[src/rtl/io_trap_ctrl.sv]
// io_trap_ctrl: traps Z80 I/O cycles to a configured port range, latches the access
// and raises a timed NMI, holding off further traps until the service routine acknowledges.
module io_trap_ctrl #(
    parameter int NMI_WIDTH = 4,
    parameter int CNT_W     = 8
) (
    input  logic             i_clk,
    input  logic             i_rst_n,
    input  logic             i_iorq_n,
    input  logic             i_m1_n,
    input  logic             i_rd_n,
    input  logic             i_wr_n,
    input  logic [7:0]       i_addr,
    input  logic [7:0]       i_data_in,
    input  logic             i_io_direction,
    input  logic [7:0]       i_trap_match,
    input  logic [7:0]       i_trap_mask,
    input  logic             i_trap_en,
    input  logic             i_svc_ack,
    output logic             o_nmi_n,
    output logic             o_trap_pending,
    output logic [7:0]       o_trap_port,
    output logic [7:0]       o_trap_data,
    output logic             o_trap_dir,
    output logic             o_dir_err,
    output logic [CNT_W-1:0] o_trap_count
);
    typedef enum logic [1:0] {IDLE, NMI, SERVICE} state_t;

    state_t           r_state;
    logic             r_cyc_prev;
    logic [3:0]       r_pulse;
    logic             r_nmi_n;
    logic             r_pending;
    logic [7:0]       r_port;
    logic [7:0]       r_data;
    logic             r_dir;
    logic             r_err;
    logic [CNT_W-1:0] r_count;

    logic w_cyc;
    logic w_start;
    logic w_hit;

    // Interrupt acknowledge (m1_n low) is excluded, so it can never look like an I/O cycle.
    assign w_cyc   = !i_iorq_n && i_m1_n && (!i_rd_n || !i_wr_n);
    assign w_start = w_cyc && !r_cyc_prev;
    assign w_hit   = ((i_addr ^ i_trap_match) & i_trap_mask) == 8'h00;

    always_ff @(posedge i_clk or negedge i_rst_n) begin
        if (!i_rst_n) begin
            r_state    <= IDLE;
            r_cyc_prev <= 1'b0;
            r_pulse    <= 4'd0;
            r_nmi_n    <= 1'b1;
            r_pending  <= 1'b0;
            r_port     <= 8'h00;
            r_data     <= 8'h00;
            r_dir      <= 1'b0;
            r_err      <= 1'b0;
            r_count    <= '0;
        end else begin
            r_cyc_prev <= w_cyc;
            case (r_state)
                IDLE: begin
                    if (w_start && i_trap_en && w_hit && !i_svc_ack) begin
                        r_port    <= i_addr;
                        r_dir     <= i_io_direction;
                        r_data    <= !i_wr_n ? i_data_in : 8'h00;
                        r_err     <= i_io_direction == i_rd_n;
                        r_count   <= r_count + {{(CNT_W-1){1'b0}}, ~&r_count};
                        r_nmi_n   <= 1'b0;
                        r_pending <= 1'b1;
                        r_pulse   <= 4'(NMI_WIDTH - 1);
                        r_state   <= NMI;
                    end
                end
                NMI: begin
                    if (i_svc_ack) begin
                        r_nmi_n   <= 1'b1;
                        r_pending <= 1'b0;
                        r_state   <= IDLE;
                    end else if (r_pulse == 4'd0) begin
                        r_nmi_n <= 1'b1;
                        r_state <= SERVICE;
                    end else begin
                        r_pulse <= r_pulse - 4'd1;
                    end
                end
                SERVICE: begin
                    if (i_svc_ack) begin
                        r_pending <= 1'b0;
                        r_state   <= IDLE;
                    end
                end
                default: r_state <= IDLE;
            endcase
        end
    end

    assign o_nmi_n        = r_nmi_n;
    assign o_trap_pending = r_pending;
    assign o_trap_port    = r_port;
    assign o_trap_data    = r_data;
    assign o_trap_dir     = r_dir;
    assign o_dir_err      = r_err;
    assign o_trap_count   = r_count;
endmodule

[config.mk]
export PLATFORM = sky130hd
export DESIGN_NAME = io_trap_ctrl
export DESIGN_NICKNAME = d
export VERILOG_FILES = /design/src/rtl/io_trap_ctrl.sv
export SDC_FILE = /design/constraint.sdc
export NUM_CORES = 1
export LEC_CHECK = 0
export ABC_AREA = 1
export CAP_MARGIN = 10
export CORE_UTILIZATION = 50
export DETAILED_ROUTE_END_ITERATION = 8
export GPL_TIMING_DRIVEN = 1
export PLACE_DENSITY = 0.86
export RECOVER_POWER = 100
export SKIP_LAST_GASP = 1
export SLEW_MARGIN = 15
export SYNTH_ARGS = -nofsm -noshare
export SYNTH_HDL_FRONTEND = slang
export SYNTH_SLANG_ARGS = --single-unit
[constraint.sdc]
create_clock -name i_clk -period 3.6 [get_ports i_clk]
set_input_delay 0.72 -clock i_clk [delete_from_list [all_inputs] [get_ports i_clk]]
set_output_delay 0.72 -clock i_clk [all_outputs]
set_load 0.02 [all_outputs]
==> impl_metrics.py, run 1 <==
metrics = {
    "die": {
        "die_y_um": 66.8,
        "die_w_um": 66.8,
        "core_area_mm2": 0.00403,
        "die_area_mm2": 0.00446,
        "rows": 23,
        "ios": 69,
        "start_util": 0.521,
    },
    "placement": {
        "dpl-instance-area_mm2": 0.00279,
        "globalplace.congestion": 0.825,
        "dpl.hpwl_um": 3380,
        "portBuffers": 68,
    },
    "final_layout": {
        "mostFrequentLayoutCell": "nand2_1",
        "diodes": 0,
        "fillers": 361,
        "layout_common_cells": "82 x nand2_1, 38 x clkdlybuf4s50_1, 34 x dfrtp_1",
        "final_core_util": 0.699,
        "layout-drive-gt1-share": 0.153,
        "fin_area_mm2": 0.00282,
        "area_growth_syn_to_layout_pct": 34.0,
        "nNetsFinal": 368,
        "seqCellArea_um2": 877,
        "multi_input_area_um2": 937,
    },
    "global_route": {
        "grt_pass1_wl_um": 7320,
        "grt_pass1_vias": 1705,
        "grt_max_degree": 39,
        "grt_use_total": 0.227,
        "gr-total-overflow": 0,
        "antenna_found_initial": 0,
    },
    "critical_path": {
        "crit_required_ns": 3.76,
        "regToRegStartpoint": "r_cyc_prev$_DFF_PN0_",
        "startpoint_type": "input pin",
        "critPathKind": "in -> reg",
        "crit_fanout": 38,
        "critPathLaunch": "i_rd_n",
        "crit_path_end_kind": "flop",
        "cp.arrival_ns": 2.74,
    },
    "clock_network": {
        "htree_levels": 2,
        "clk_latency_ns": 0.29,
        "ctsResizeCount": 0,
        "cts_buffers": 5,
        "clock_tree.root_cell": "clkbuf_8",
        "cts.sink_count": 35,
        "postCtsSetupRepairBufs": 0,
        "cts.path.max_buffers": 2,
        "cts_hold_buf": 0,
        "clkTransAtPathRegs_ns": 0.07,
        "cts_tree": "built",
    },
    "route": {
        "drc": 0,
        "drtIter0Drc": 116,
        "final_antenna_net_count": 0,
        "routed.top_layer": "met4",
        "wl_met3_um": 324,
        "firstDrtPassIters": 4,
        "wl_met1_um": 1850,
        "avgRoutedWirePerCell_um": 11.6,
        "wirelength_um": 4310,
        "vias": 1768,
        "vias_per_cell": 4.77,
        "wl_met2_um": 2050,
    },
    "yosys": {
        "synth_cell_types": 21,
        "synth_nets": 297,
        "yosys.area.top_type": "dfrtp_1",
        "seq_area_frac_synth": 0.418,
        "avgSynthCellArea_um2": 8.44,
        "ys_seq_elements": 35,
        "synthTopCellsByArea": "dfrtp_1 41%, o21ai_2 11%, nand2_1 11%",
        "synth_top_area_frac": 0.405,
        "yosys_warnings": 0,
        "syn_area_mm2": 0.00210,
        "netlist_instances": 249,
    },
    "sta": {
        "min_period_ns": 2.58,
        "setup_tns_ns": 0,
        "hold_violations": 0,
        "rsz0062_at_grt": "false",
        "slew_headroom": 0.324,
        "hold_ws_ns": 0.463,
        "slew_violations": 0,
        "finalCritPeriodShare": 0.716,
        "fmax_mhz": 388,
        "setup_violations": 0,
        "tightest_slew_ns": 1.01,
        "skew_ns": 0.00402,
    },
    "hold_path": {
        "hp-start": "o_nmi_n$_DFFE_PN1P_",
        "hp-class": "reg -> reg",
    },
    "flow_run": {
        "maxCapViolCount": 0,
    },
    "pwr": {
        "fin_total_pwr_w": 0.00132,
        "p_leak_nw": 1.42,
        "vdd.ir_drop.worst_uv": 304,
        "p_per_area_mw_per_mm2": 468,
    },
    "status": {
        "status": "finished clean",
    },
}
synthesized netlist by cell type:
master and instances:
nand2_1 60, dfrtp_1 34, inv_1 31, o21ai_2 27
nand2_2 26, nand3_1 18, nor2_1 9, inv_2 8
ha_1 7, buf_6 6, xnor2_1 5, a21oi_1 3
nor2_2 3, xor2_1 3, nor3_1 2, o21ai_0 2
dfstp_2 1, nand4_4 1, nor2_4 1, nor3b_2 1
o21ai_1 1
metal layers:
layer  track usage  vias to the layer above
met4         0.101                        0
met5             0                        -
met1         0.257                      787
li1              -                      914
met3        0.0839                        9
met2         0.379                       58
where the power goes:
part / internal (W) / switching [W]
Sequential: 0.000459 / 0.0000411
Combinational: 0.000204 / 0.000301
Clock: 0.000175 / 0.000139
Total: 0.000838 / 0.000481
sequential cells by signal, indices dropped and copies added, names as in the netlist:
register and flops:
o_trap_port 8, o_trap_dir 1, o_dir_err 1, o_trap_pending 1, o_trap_data 8, o_trap_count 8, r_state 2, o_nmi_n 1
r_pulse 4, r_cyc_prev 1
layout make-up:
cell class | count | area share
multi-input cells | 169 | 0.333
flip-flops and latches | 35 | 0.312
repair buffers | 70 | 0.246
inverters | 39 | 0.0520
clock buffers | 8 | 0.0356
well taps | 50 | 0.0222
worst paths after layout:
kind | end | slack [ns] | cells past startpoint
setup / recovery | o_trap_dir$_DFFE_PN0P_ | 1.02 | 10
hold / removal | o_nmi_n$_DFFE_PN1P_ | 0.46 | 2
setup reg to reg | o_trap_dir$_DFFE_PN0P_ | 1.80 | 7
hold reg to reg | o_nmi_n$_DFFE_PN1P_ | 0.46 | 2
max in group asynchronous | o_dir_err$_DFFE_PN0P_ | 1.30 | 2
min in group asynchronous | o_trap_count[4]$_DFFE_PN0P_ | 0.93 | 1
critical path, stage by stage:
cell	delay (ns)
dlygate4sd3_1	0.58
nand2_1	0.09
clkinv_1	0.06
nor2_1	0.15
nand2_1	0.08
nor2_1	0.20
nand4_4	0.29
buf_4	0.38
nand2_1	0.11
o21ai_0	0.08
cell families after synthesis:
group / synth area share
compound gates: 0.127
xor+xnor: 0.0334
fa+ha+maj: 0.0417
buf+inv: 0.102
flops: 0.418
simple gates: 0.279
per-stage QoR:
step	cells	worst slack [ns]
2_1_floorplan	249	1.90
3_3_place_gp	363	0.929
3_5_place_dp	363	0.884
4_1_cts	371	1.19
5_1_grt	371	0.871
6_report	371	1.02
No activity file was read; power rests on OpenSTA's default activity.
==> run 2, diff against run 1 <==
--- a/config.mk
+++ b/config.mk
@@ -7,10 +7,10 @@
 export LEC_CHECK = 0
 export ABC_AREA = 1
 export CAP_MARGIN = 10
-export CORE_UTILIZATION = 50
+export CORE_UTILIZATION = 46
 export DETAILED_ROUTE_END_ITERATION = 8
 export GPL_TIMING_DRIVEN = 1
-export PLACE_DENSITY = 0.86
+export PLACE_DENSITY = 0.8
 export RECOVER_POWER = 100
 export SKIP_LAST_GASP = 1
 export SLEW_MARGIN = 15
==> constraint.sdc (replaced) <==
create_clock -name i_clk -period 2.5 [get_ports i_clk]
set_input_delay 0.5 -clock i_clk [delete_from_list [all_inputs] [get_ports i_clk]]
set_output_delay 0.5 -clock i_clk [all_outputs]
set_load 0.02 [all_outputs]
==> run 2 against run 1 <==
Compared with the run above: the run now ends with max-capacitance violations, max-slew violations left; final area is essentially flat; sequential share of layout area hardly changed; via count about the same; sequential power is 44% higher; global-route usage is 3.6 points lower; combinational power is 45% higher; critical path type unchanged; highest routed layer unchanged.
==> impl_metrics.py, run 2 (synthesis results as in run 1) <==
metrics = {
    "clock_network": {
        "cts.path.max_buffers": 2,
        "postCtsSetupRepairBufs": 0,
        "ctsResizeCount": 0,
        "cts.sink_count": 35,
        "clk_latency_ns": 0.28,
        "clock_tree.root_cell": "clkbuf_8",
        "cts_tree": "built",
        "clkTransAtPathRegs_ns": 0.07,
        "cts_hold_buf": 0,
        "cts_buffers": 5,
        "htree_levels": 2,
    },
    "pwr": {
        "p_int_w": 0.00121,
        "power_switching_w": 0.000691,
        "p_sw_frac": 0.364,
        "p_per_area_mw_per_mm2": 673,
        "power_frac_seq": 0.379,
        "vdd.ir_drop.worst_uv": 475,
        "p_leak_nw": 1.43,
        "power_frac_comb": 0.387,
        "fin_total_pwr_w": 0.00190,
        "power_frac_clock": 0.234,
    },
    "global_route": {
        "grt_pass1_wl_um": 7510,
        "grt_max_degree": 37,
        "gr-total-overflow": 0,
        "antenna_found_initial": 0,
        "grt_pass1_vias": 1707,
        "grt_use_total": 0.191,
    },
    "sta": {
        "finalCritPeriodShare": 0.850,
        "slew_violations": 36,
        "hold_violations": 0,
        "setup_slack_ns": 0.375,
        "rsz0062_at_grt": "false",
        "fmax_mhz": 471,
        "skew_ns": 0.00385,
        "tightest_slew_ns": 1.86,
        "slew_headroom": -0.243,
        "setup_violations": 0,
        "setup_tns_ns": 0,
        "min_period_ns": 2.13,
    },
    "route": {
        "wirelength_um": 4060,
        "final_antenna_net_count": 0,
        "firstDrtPassIters": 4,
        "avgRoutedWirePerCell_um": 10.9,
        "vias": 1767,
        "drc": 0,
        "drtIter0Drc": 74,
        "vias_per_cell": 4.74,
    },
    "final_layout": {
        "fin_area_mm2": 0.00282,
        "area_growth_syn_to_layout_pct": 34.1,
        "diodes": 0,
        "nNetsFinal": 368,
        "layout-drive-gt1-share": 0.156,
        "layout_common_cells": "83 x nand2_1, 38 x clkdlybuf4s50_1, 34 x dfrtp_1",
        "mostFrequentLayoutCell": "nand2_1",
    },
    "critical_path": {
        "reg2reg_slack_ns": 0.80,
        "cp.buffers_inverters": 2,
        "crit_end": "r_pulse[1]$_DFFE_PN0P_",
        "crit_path_end_kind": "flop",
        "max_stage_delay_ns": 0.57,
        "crit_cells": 11,
        "critPathKind": "in -> reg",
        "crit_required_ns": 2.67,
        "slowest_stage": "dlygate4sd3_1",
        "critPathLaunch": "i_rd_n",
        "startpoint_type": "input pin",
        "critPathTopFamily": "simple AND/OR/NAND/NOR gates",
        "crit_chain": "dlygate4sd3_1 > nand2_1 > inv_1 > nor2_4 > nand2_1 > nor2_1 > nand3_1 > nand2_1 > nand2_1 > nand2_1 > nand2_1",
        "crit_fanout": 12,
        "path_common_cell": "nand2_1",
        "timing.rr.end": "r_state[0]$_DFFE_PN0P_",
        "ff2ff_path_depth": 10,
        "regToRegStartpoint": "r_state[1]$_DFFE_PN0P_",
        "cp.arrival_ns": 2.30,
    },
    "placement": {
        "globalplace.congestion": 0.860,
        "portBuffers": 68,
        "dpl-instance-area_mm2": 0.00279,
        "dpl.hpwl_um": 3100,
        "place_ws_ns": 0.317,
    },
    "die": {
        "start_util": 0.479,
        "die_area_mm2": 0.00484,
        "rows": 24,
        "die_y_um": 69.6,
        "core_area_mm2": 0.00438,
        "die_w_um": 69.6,
        "ios": 69,
    },
    "status": {
        "violations": "max-capacitance violations, max-slew violations",
        "status": "finished, violations left",
    },
    "flow_run": {
        "maxCapViolCount": 1,
    },
    "hold_path": {
        "hp-class": "reg -> reg",
    },
}
run 2: power groups by stage:
stage                     clock network, W  registers, W  logic, W
after detailed placement                 0      0.000734  0.000761
after global routing              0.000484      0.000730  0.000840
after global placement                   0      0.000734  0.000735
after CTS                         0.000462      0.000724  0.000766
after floorplan                          0      0.000771  0.000488
final                             0.000443      0.000719  0.000734
run 2: stage by stage:
step,hold slack [ns],instances,utilization
detailed placement,0.450,365,0.636
global placement,0.453,365,0.636
floorplan,0.204,249,-
CTS,0.322,373,0.659
finish,0.455,373,0.643
global route,0.485,373,0.643
run 2: layer usage:
layer	part of all wire	track usage	routed length [um]	up-vias
met5	0	0	0	-
met4	0.011	0.0567	46	0
met3	0.060	0.0480	243	8
met2	0.45	0.316	1820	54
met1	0.48	0.246	1950	788
li1	-	-	-	917
run 2: worst register-to-register path: cells and delay by family (launching register included):
kind / cells / cell delay [ns]
simple gates: 4 / 0.30
flops: 1 / 0.37
compound gates: 2 / 0.34
buf+inv: 3 / 0.32
fa+ha+maj: 1 / 0.26
run 2: how the worst min path moves through the flow:
stage / from / endpoint / slack (ns) / cells after the start
after floorplan: i_rst_n / o_dir_err$_DFFE_PN0P_ / 0.20 / 0
after global placement: o_nmi_n$_DFFE_PN1P_ / o_nmi_n$_DFFE_PN1P_ / 0.45 / 2
after detailed placement: o_nmi_n$_DFFE_PN1P_ / o_nmi_n$_DFFE_PN1P_ / 0.45 / 2
after CTS: i_rst_n / o_dir_err$_DFFE_PN0P_ / 0.32 / 1
after global routing: o_nmi_n$_DFFE_PN1P_ / o_nmi_n$_DFFE_PN1P_ / 0.49 / 2
final: o_nmi_n$_DFFE_PN1P_ / o_nmi_n$_DFFE_PN1P_ / 0.46 / 2
run 2: area by class of cell:
class                           instances  area [um2]
Inverter                               39         146
Multi-Input combinational cell        169         942
Timing Repair Buffer                   70         687
Tap cell                               52        65.1
Sequential cell                        35         877
Fill cell                             394        1570
Clock buffer                            8         100
